<file path="src/rtl/spwm_pkg.sv">
// Shared types and helpers for the sine-PWM run-control sequencer.
package spwm_pkg;

  localparam int IDX_W_DEF = 16;
  // Slew arithmetic width: covers IDX_W up to 32 with a spare bit so sums never wrap.
  localparam int SLEW_W    = 33;

  typedef enum logic [2:0] {
    IDLE      = 3'd0,
    PRECHARGE = 3'd1,
    RAMP      = 3'd2,
    RUN       = 3'd3,
    STOP      = 3'd4,
    FAULT     = 3'd5
  } state_t;

  // Move cur toward tgt by at most step. The result lies between cur and tgt,
  // so it is always a legal index value.
  function automatic logic [SLEW_W-1:0] slew_toward(input logic [SLEW_W-1:0] cur,
                                                    input logic [SLEW_W-1:0] tgt,
                                                    input logic [SLEW_W-1:0] step);
    logic [SLEW_W-1:0] diff;
    if (tgt >= cur) begin
      diff        = tgt - cur;
      slew_toward = cur + ((diff < step) ? diff : step);
    end else begin
      diff        = cur - tgt;
      slew_toward = cur - ((diff < step) ? diff : step);
    end
  endfunction

endpackage

</file>
<file path="src/rtl/spwm_sequencer_dead_time.sv">
// Per-phase dead-time generator: complementary gate pair with a guard gap on every edge.
module dead_time_unit #(
  parameter int DT_CYCLES = 8
) (
  input  logic clk,
  input  logic reset,
  input  logic en,
  input  logic v_in,
  output logic g_h,
  output logic g_l
);

  localparam int            CW    = $clog2(DT_CYCLES + 1);
  localparam logic [CW-1:0] DT_LD = CW'(DT_CYCLES);

  logic          v_q;
  logic          v_d;
  logic [CW-1:0] cnt;

  // Register the comparator once, blank both gates on any change, re-arm after DT_CYCLES.
  always_ff @(posedge clk or negedge reset) begin
    if (!reset) begin
      v_q <= 1'b0;
      v_d <= 1'b0;
      cnt <= DT_LD;
      g_h <= 1'b0;
      g_l <= 1'b0;
    end else begin
      v_q <= v_in;
      v_d <= v_q;
      if (!en || (v_q != v_d)) begin
        cnt <= DT_LD;
        g_h <= 1'b0;
        g_l <= 1'b0;
      end else if (cnt > CW'(1)) begin
        cnt <= cnt - 1'b1;
      end else begin
        // Count expires on this edge (or has expired): drive the side matching the input.
        cnt <= '0;
        g_h <= v_q;
        g_l <= ~v_q;
      end
    end
  end

endmodule

</file>
<file path="src/rtl/spwm_sequencer.sv">
// Run-control for the 3-phase sine-PWM datapath: start-up sequencing,
// modulation-index slew, fault latch and dead-time protected gate drives.
module spwm_sequencer
  import spwm_pkg::*;
#(
  parameter int IDX_W         = IDX_W_DEF,
  parameter int DT_CYCLES     = 8,
  parameter int PRECHARGE_CYC = 1000,
  parameter int RAMP_STEP     = 64
) (
  input  logic             clk,
  input  logic             reset,
  input  logic             start,
  input  logic             stop,
  input  logic             fault,
  input  logic             fault_clr,
  input  logic             carrier_zero,
  input  logic [IDX_W-1:0] target_idx,
  input  logic             va_in,
  input  logic             vb_in,
  input  logic             vc_in,
  output logic [IDX_W-1:0] mod_idx,
  output logic             gen_en,
  output logic             ga_h,
  output logic             ga_l,
  output logic             gb_h,
  output logic             gb_l,
  output logic             gc_h,
  output logic             gc_l,
  output logic [2:0]       state
);

  localparam int PC_W = $clog2(PRECHARGE_CYC + 1);

  state_t           st_q, st_d;
  logic [PC_W-1:0]  pc_q, pc_d;
  logic [IDX_W-1:0] idx_d, idx_trk, idx_dn;
  logic             dt_en;
  logic             pre_l;
  logic [2:0]       v_vec, dt_h, dt_l;

  assign state   = st_q;
  assign idx_trk = IDX_W'(slew_toward(SLEW_W'(mod_idx), SLEW_W'(target_idx), SLEW_W'(RAMP_STEP)));
  assign idx_dn  = IDX_W'(slew_toward(SLEW_W'(mod_idx), '0, SLEW_W'(RAMP_STEP)));

  // Next-state, precharge count and index update; fault beats stop beats start.
  always_comb begin
    st_d  = st_q;
    pc_d  = pc_q;
    idx_d = mod_idx;
    if (fault) begin
      st_d  = FAULT;
      idx_d = '0;
    end else begin
      case (st_q)
        IDLE: if (start) begin
          st_d = PRECHARGE;
          pc_d = PC_W'(PRECHARGE_CYC);
        end
        PRECHARGE: begin
          if (stop) st_d = IDLE;
          else begin
            pc_d = pc_q - 1'b1;
            if (pc_q <= PC_W'(1)) st_d = RAMP;
          end
        end
        RAMP, RUN: begin
          // A stop request takes this edge; the ramp-down starts at the next valley.
          if (stop) st_d = STOP;
          else if (carrier_zero) begin
            idx_d = idx_trk;
            if ((st_q == RAMP) && (idx_trk == target_idx)) st_d = RUN;
          end
        end
        STOP: if (carrier_zero) begin
          idx_d = idx_dn;
          if (idx_dn == '0) st_d = IDLE;
        end
        FAULT: if (fault_clr) st_d = IDLE;
        default: st_d = IDLE;
      endcase
    end
  end

  // Dead-time units follow the next state so gates drop on the same edge as the state change.
  assign dt_en = (st_d == RAMP) || (st_d == RUN) || (st_d == STOP);

  // State, counter and registered outputs.
  always_ff @(posedge clk or negedge reset) begin
    if (!reset) begin
      st_q    <= IDLE;
      pc_q    <= '0;
      mod_idx <= '0;
      gen_en  <= 1'b0;
      pre_l   <= 1'b0;
    end else begin
      st_q    <= st_d;
      pc_q    <= pc_d;
      mod_idx <= idx_d;
      gen_en  <= dt_en;
      pre_l   <= (st_d == PRECHARGE);
    end
  end

  assign v_vec = {vc_in, vb_in, va_in};

  for (genvar p = 0; p < 3; p++) begin : g_dt
    dead_time_unit #(.DT_CYCLES(DT_CYCLES)) u_dt (
      .clk   (clk),
      .reset (reset),
      .en    (dt_en),
      .v_in  (v_vec[p]),
      .g_h   (dt_h[p]),
      .g_l   (dt_l[p])
    );
  end

  // pre_l and the dead-time flops are never high together: the units are disabled
  // during precharge and start with a full dead time when enabled.
  assign ga_h = dt_h[0];
  assign ga_l = dt_l[0] | pre_l;
  assign gb_h = dt_h[1];
  assign gb_l = dt_l[1] | pre_l;
  assign gc_h = dt_h[2];
  assign gc_l = dt_l[2] | pre_l;

endmodule

</file>
<file path="config.mk">
export PLATFORM = sky130hd
export DESIGN_NAME = spwm_sequencer
export DESIGN_NICKNAME = d
export VERILOG_FILES = /design/src/rtl/spwm_pkg.sv /design/src/rtl/spwm_sequencer_dead_time.sv /design/src/rtl/spwm_sequencer.sv
export SDC_FILE = /design/constraint.sdc
export NUM_CORES = 1
export LEC_CHECK = 0
export CAP_MARGIN = 20
export CORE_ASPECT_RATIO = 1.25
export CORE_UTILIZATION = 45
export DETAILED_ROUTE_END_ITERATION = 6
export GPL_ROUTABILITY_DRIVEN = 0
export PLACE_DENSITY = 0.66
export SLEW_MARGIN = 0
export SYNTH_ARGS = -nofsm -noshare
export SYNTH_HDL_FRONTEND = slang
export SYNTH_SLANG_ARGS = --single-unit
</file>
<file path="constraint.sdc">
create_clock -name clk -period 7.4 [get_ports clk]
set_clock_uncertainty 0.2 [all_clocks]
set_input_delay 1.11 -clock clk [delete_from_list [all_inputs] [get_ports clk]]
set_output_delay 1.11 -clock clk [all_outputs]
set_load 0.01 [all_outputs]
</file>
==> run_summary.xml <==
<?xml version="1.0" encoding="UTF-8"?>
<metrics>
  <group name="sta">
    <metric name="final-setup-viol-count" unit="">0</metric>
    <metric name="setup_ws" unit="ps">363</metric>
    <metric name="clock.fmax" unit="MHz">142</metric>
    <metric name="fin_crit_sh" unit="%">95.1</metric>
    <metric name="rsz0062_at_grt" unit="">true</metric>
    <metric name="layout_min_cycle_time" unit="ps">7040</metric>
    <metric name="final_hold_viol_count" unit="">0</metric>
    <metric name="final_max_slew_viol_count" unit="">0</metric>
    <metric name="slew_headroom" unit="%">44.1</metric>
    <metric name="worst-slew-pin-transition" unit="ps">836</metric>
  </group>
  <group name="pwr">
    <metric name="power.density_cell_area" unit="nW/um^2">173</metric>
    <metric name="pwr-share-seq" unit="%">28.1</metric>
    <metric name="net_switching_fraction_of_the_power" unit="%">41.4</metric>
    <metric name="design_power_total" unit="mW">1.38</metric>
    <metric name="p_int" unit="uW">811</metric>
    <metric name="total_switching_power" unit="uW">572</metric>
    <metric name="worst_ir_drop_vdd" unit="mV">0.0889</metric>
    <metric name="combinationalPowerShare" unit="%">52.3</metric>
    <metric name="power.clock.fraction" unit="%">19.7</metric>
    <metric name="power.static_leakage" unit="nW">3.46</metric>
  </group>
  <group name="yosys">
    <metric name="synth_cells" unit="">876</metric>
    <metric name="synth-edff-count" unit="">0</metric>
    <metric name="top_ff_cell_synth" unit="">sky130_fd_sc_hd__dfrtp_1</metric>
    <metric name="yosysWarnings" unit="">0</metric>
    <metric name="yosys_register_bits" unit="">55</metric>
    <metric name="asyncSetResetFlopFracSynth" unit="%">100</metric>
    <metric name="syn-num-nets" unit="">984</metric>
    <metric name="part_of_the_yosys_area_used_for_sequential_elements" unit="%">20.2</metric>
    <metric name="syn_avg_cell_area" unit="um^2">7.78</metric>
    <metric name="netlist-cell-type-count" unit="">76</metric>
    <metric name="cell_area_after_synthesis" unit="um^2">6820</metric>
  </group>
  <group name="route">
    <metric name="post_drt_wl_per_cell" unit="um">17.0</metric>
    <metric name="post-route-drc-count" unit="">4</metric>
    <metric name="met1_length" unit="um">8440</metric>
    <metric name="first_iter_violations" unit="">419</metric>
    <metric name="detail_route_met2_wl" unit="um">9520</metric>
    <metric name="number_of_nets_with_antenna_violations_after_detailed_routing" unit="">0</metric>
    <metric name="route.detailed.vias_per_inst" unit="">5.87</metric>
    <metric name="top_layer" unit="">met4</metric>
    <metric name="dr.pass1.iters" unit="">7</metric>
    <metric name="vias" unit="">6641</metric>
    <metric name="met3_length" unit="um">721</metric>
    <metric name="wl" unit="um">19200</metric>
  </group>
  <group name="floorplan">
    <metric name="start_util" unit="%">46.7</metric>
    <metric name="die_height" unit="um">140</metric>
    <metric name="die-area" unit="um^2">15600</metric>
    <metric name="rows" unit="">49</metric>
    <metric name="fp.coreArea" unit="um^2">14600</metric>
    <metric name="ioPinCount" unit="">52</metric>
    <metric name="fp.dieW" unit="um">112</metric>
  </group>
  <group name="cts">
    <metric name="cts_tree" unit="">done</metric>
    <metric name="clk_latency" unit="ps">300</metric>
    <metric name="cts.clk_slew.worst_paths" unit="ps">70</metric>
    <metric name="cts_max_path_buffers" unit="">2</metric>
    <metric name="total_clock_buffers_created_by_cts" unit="">5</metric>
    <metric name="cts_htree_levels" unit="">2</metric>
    <metric name="cts_hold_buf" unit="">0</metric>
    <metric name="clkSinkCount" unit="">55</metric>
    <metric name="cts_root_buf" unit="">sky130_fd_sc_hd__clkbuf_16</metric>
  </group>
  <group name="grt">
    <metric name="antenna_found_initial" unit="">0</metric>
    <metric name="via_count_of_the_first_global_routing_pass" unit="">6363</metric>
    <metric name="grt_first_pass_wirelength" unit="um">31500</metric>
    <metric name="grt_usage" unit="%">24.9</metric>
    <metric name="grt_remaining_overflow" unit="">0</metric>
    <metric name="largest_net_degree_at_the_start_of_global_routing" unit="">56</metric>
  </group>
  <group name="hold_path">
    <metric name="type_of_the_most_critical_hold_path" unit="">flip-flop to flip-flop</metric>
  </group>
  <group name="worst_setup_path">
    <metric name="start_kind" unit="">input pin</metric>
    <metric name="crit_path_max_fanout" unit="">4</metric>
    <metric name="critical-path-max-stage-delay" unit="ps">420</metric>
    <metric name="worst-endpoint-arrival" unit="ps">7050</metric>
    <metric name="setup.reg_to_reg.worst_slack" unit="ps">940</metric>
    <metric name="critPathSlowestCell" unit="">sky130_fd_sc_hd__clkdlybuf4s50_1</metric>
    <metric name="critPathTopFamily" unit="">compound AO/OA/AOI/OAI gates</metric>
    <metric name="crit_required" unit="ps">7410</metric>
    <metric name="criticalPathCategory" unit="">input pin to flip-flop</metric>
    <metric name="worstPathBufferInverterCount" unit="">6</metric>
    <metric name="critPathCaptureType" unit="">flip-flop</metric>
  </group>
  <group name="cells_and_area">
    <metric name="multiInputGateArea" unit="um^2">5070</metric>
    <metric name="final_net_count" unit="">1060</metric>
    <metric name="area.growth.synth_to_final" unit="%">17.2</metric>
    <metric name="antennaDiodeCount" unit="">0</metric>
    <metric name="mostFrequentLayoutCells" unit="">sky130_fd_sc_hd__nand2_1 (84), sky130_fd_sc_hd__ha_1 (78), sky130_fd_sc_hd__inv_1 (67)</metric>
    <metric name="fillers" unit="">1400</metric>
    <metric name="layout.cells.most_common" unit="">sky130_fd_sc_hd__nand2_1</metric>
    <metric name="final_cell_area" unit="um^2">7990</metric>
    <metric name="post-route-util" unit="%">54.8</metric>
    <metric name="area_taken_by_flip_flops_and_latches" unit="um^2">1380</metric>
    <metric name="final_layout_size_suffix_gt1_share" unit="%">10.7</metric>
    <metric name="final-instance-count-excl-fill" unit="">1131</metric>
  </group>
  <group name="placed_design">
    <metric name="preCtsSetupSlack" unit="ps">-121</metric>
    <metric name="buffer_ports.inserted" unit="">51</metric>
    <metric name="hpwl_after_detailed_placement" unit="um">15500</metric>
    <metric name="dpl_cell_area" unit="um^2">7760</metric>
    <metric name="placed_cells" unit="">1122</metric>
  </group>
  <group name="run">
    <metric name="max_cap_violations" unit="">0</metric>
  </group>
  <group name="run_status">
    <metric name="failed_checks" unit="">DRC</metric>
    <metric name="status" unit="">finished with violations</metric>
  </group>
</metrics>
power groups by stage:
| stage | clock, mW | sequential (mW) | combinational, mW |
|---|---|---|---|
| 2_1_floorplan | 0 | 0.381 | 0.518 |
| 6_report | 0.272 | 0.388 | 0.723 |
| 4_1_cts | 0.275 | 0.388 | 0.713 |
| 5_1_grt | 0.283 | 0.395 | 0.801 |
| 3_5_place_dp | 0 | 0.394 | 0.708 |
| 3_3_place_gp | 0 | 0.392 | 0.705 |
per-stage QoR:
stage	hold WS (ps)	TNS, ps
2_1_floorplan	206	0
3_3_place_gp	218	0
3_5_place_dp	226	-121
4_1_cts	241	0
5_1_grt	274	-32.7
6_report	240	0
synthesized netlist by cell type, drive strengths merged (7+ instances only):
cell,count,area share (%)
o211ai,10,1.1
nor2b,9,0.83
a31oi,13,1.7
nand2,84,4.6
or3,10,0.92
ha,78,14
nand2b,16,1.5
nand3,21,1.5
o21bai,9,1.2
o21ai,54,4.1
or2,9,0.83
o31ai,7,0.77
nor4,22,2.5
nor2,64,3.5
clkbuf,18,1.1
a2111oi,7,0.94
o21a,9,0.99
a21oi,64,4.7
dfrtp,52,19
inv,69,3.8
nor3,36,2.6
xnor2,51,6.6
xor2,21,2.7
a211oi,18,2.1
buf,15,1.2
a21o,20,2.2
nand4,13,1.2
sequential cells by signal, indices dropped and copies added (netlist names):
name	count
pre_l	1
g_dt.u_dt.v_d	3
gen_en	1
g_dt.u_dt.v_q	3
g_dt.u_dt.g_l	3
pc_q	10
mod_idx	16
state	3
g_dt.u_dt.cnt	12
g_dt.u_dt.g_h	3
final timing paths:
path                             startpoint             endpoint  depth (start not counted)
setup / recovery              target_idx[0]             state[0]                         29
hold / removal             g_dt[1].u_dt.v_q     g_dt[1].u_dt.v_d                          0
setup reg to reg                 mod_idx[1]             state[0]                         25
hold reg to reg            g_dt[1].u_dt.v_q     g_dt[1].u_dt.v_d                          0
max in group asynchronous             reset           mod_idx[1]                          2
min in group asynchronous             reset  g_dt[2].u_dt.cnt[1]                          2
area by class of cell:
cell class	instances	area share [%]
Multi-Input combinational cell	719	63.5
Sequential cell	55	17.3
Timing Repair Buffer	102	11.1
Inverter	69	3.24
Tap cell	178	2.79
Clock buffer	6	1.61
Clock inverter	2	0.470
repair_timing:
| item | in CTS | in global routing |
|---|---|---|
| hold endpoints to repair | 0 | 0 |
| buffers inserted | 0 | 1 |
| setup endpoints to repair | 0 | 2 |
| resized for setup | 0 | 11 |
logic make-up after synthesis:
| family | synth area share [%] |
|---|---|
| buf+inv | 6.19 |
| compound gates | 24.2 |
| simple gates | 22.9 |
| fa+ha+maj | 15.5 |
| xor+xnor | 9.58 |
| mux | 1.39 |
| flops | 20.2 |
layer usage:
layer  GRT usage (%)  vias to the layer above
li1                -                     3315
met3            2.74                       38
met1            31.4                     3120
met2            43.9                      168
met4            8.28                        0
met5               0                        -
Note: power is estimated with default switching activity, not from simulation.
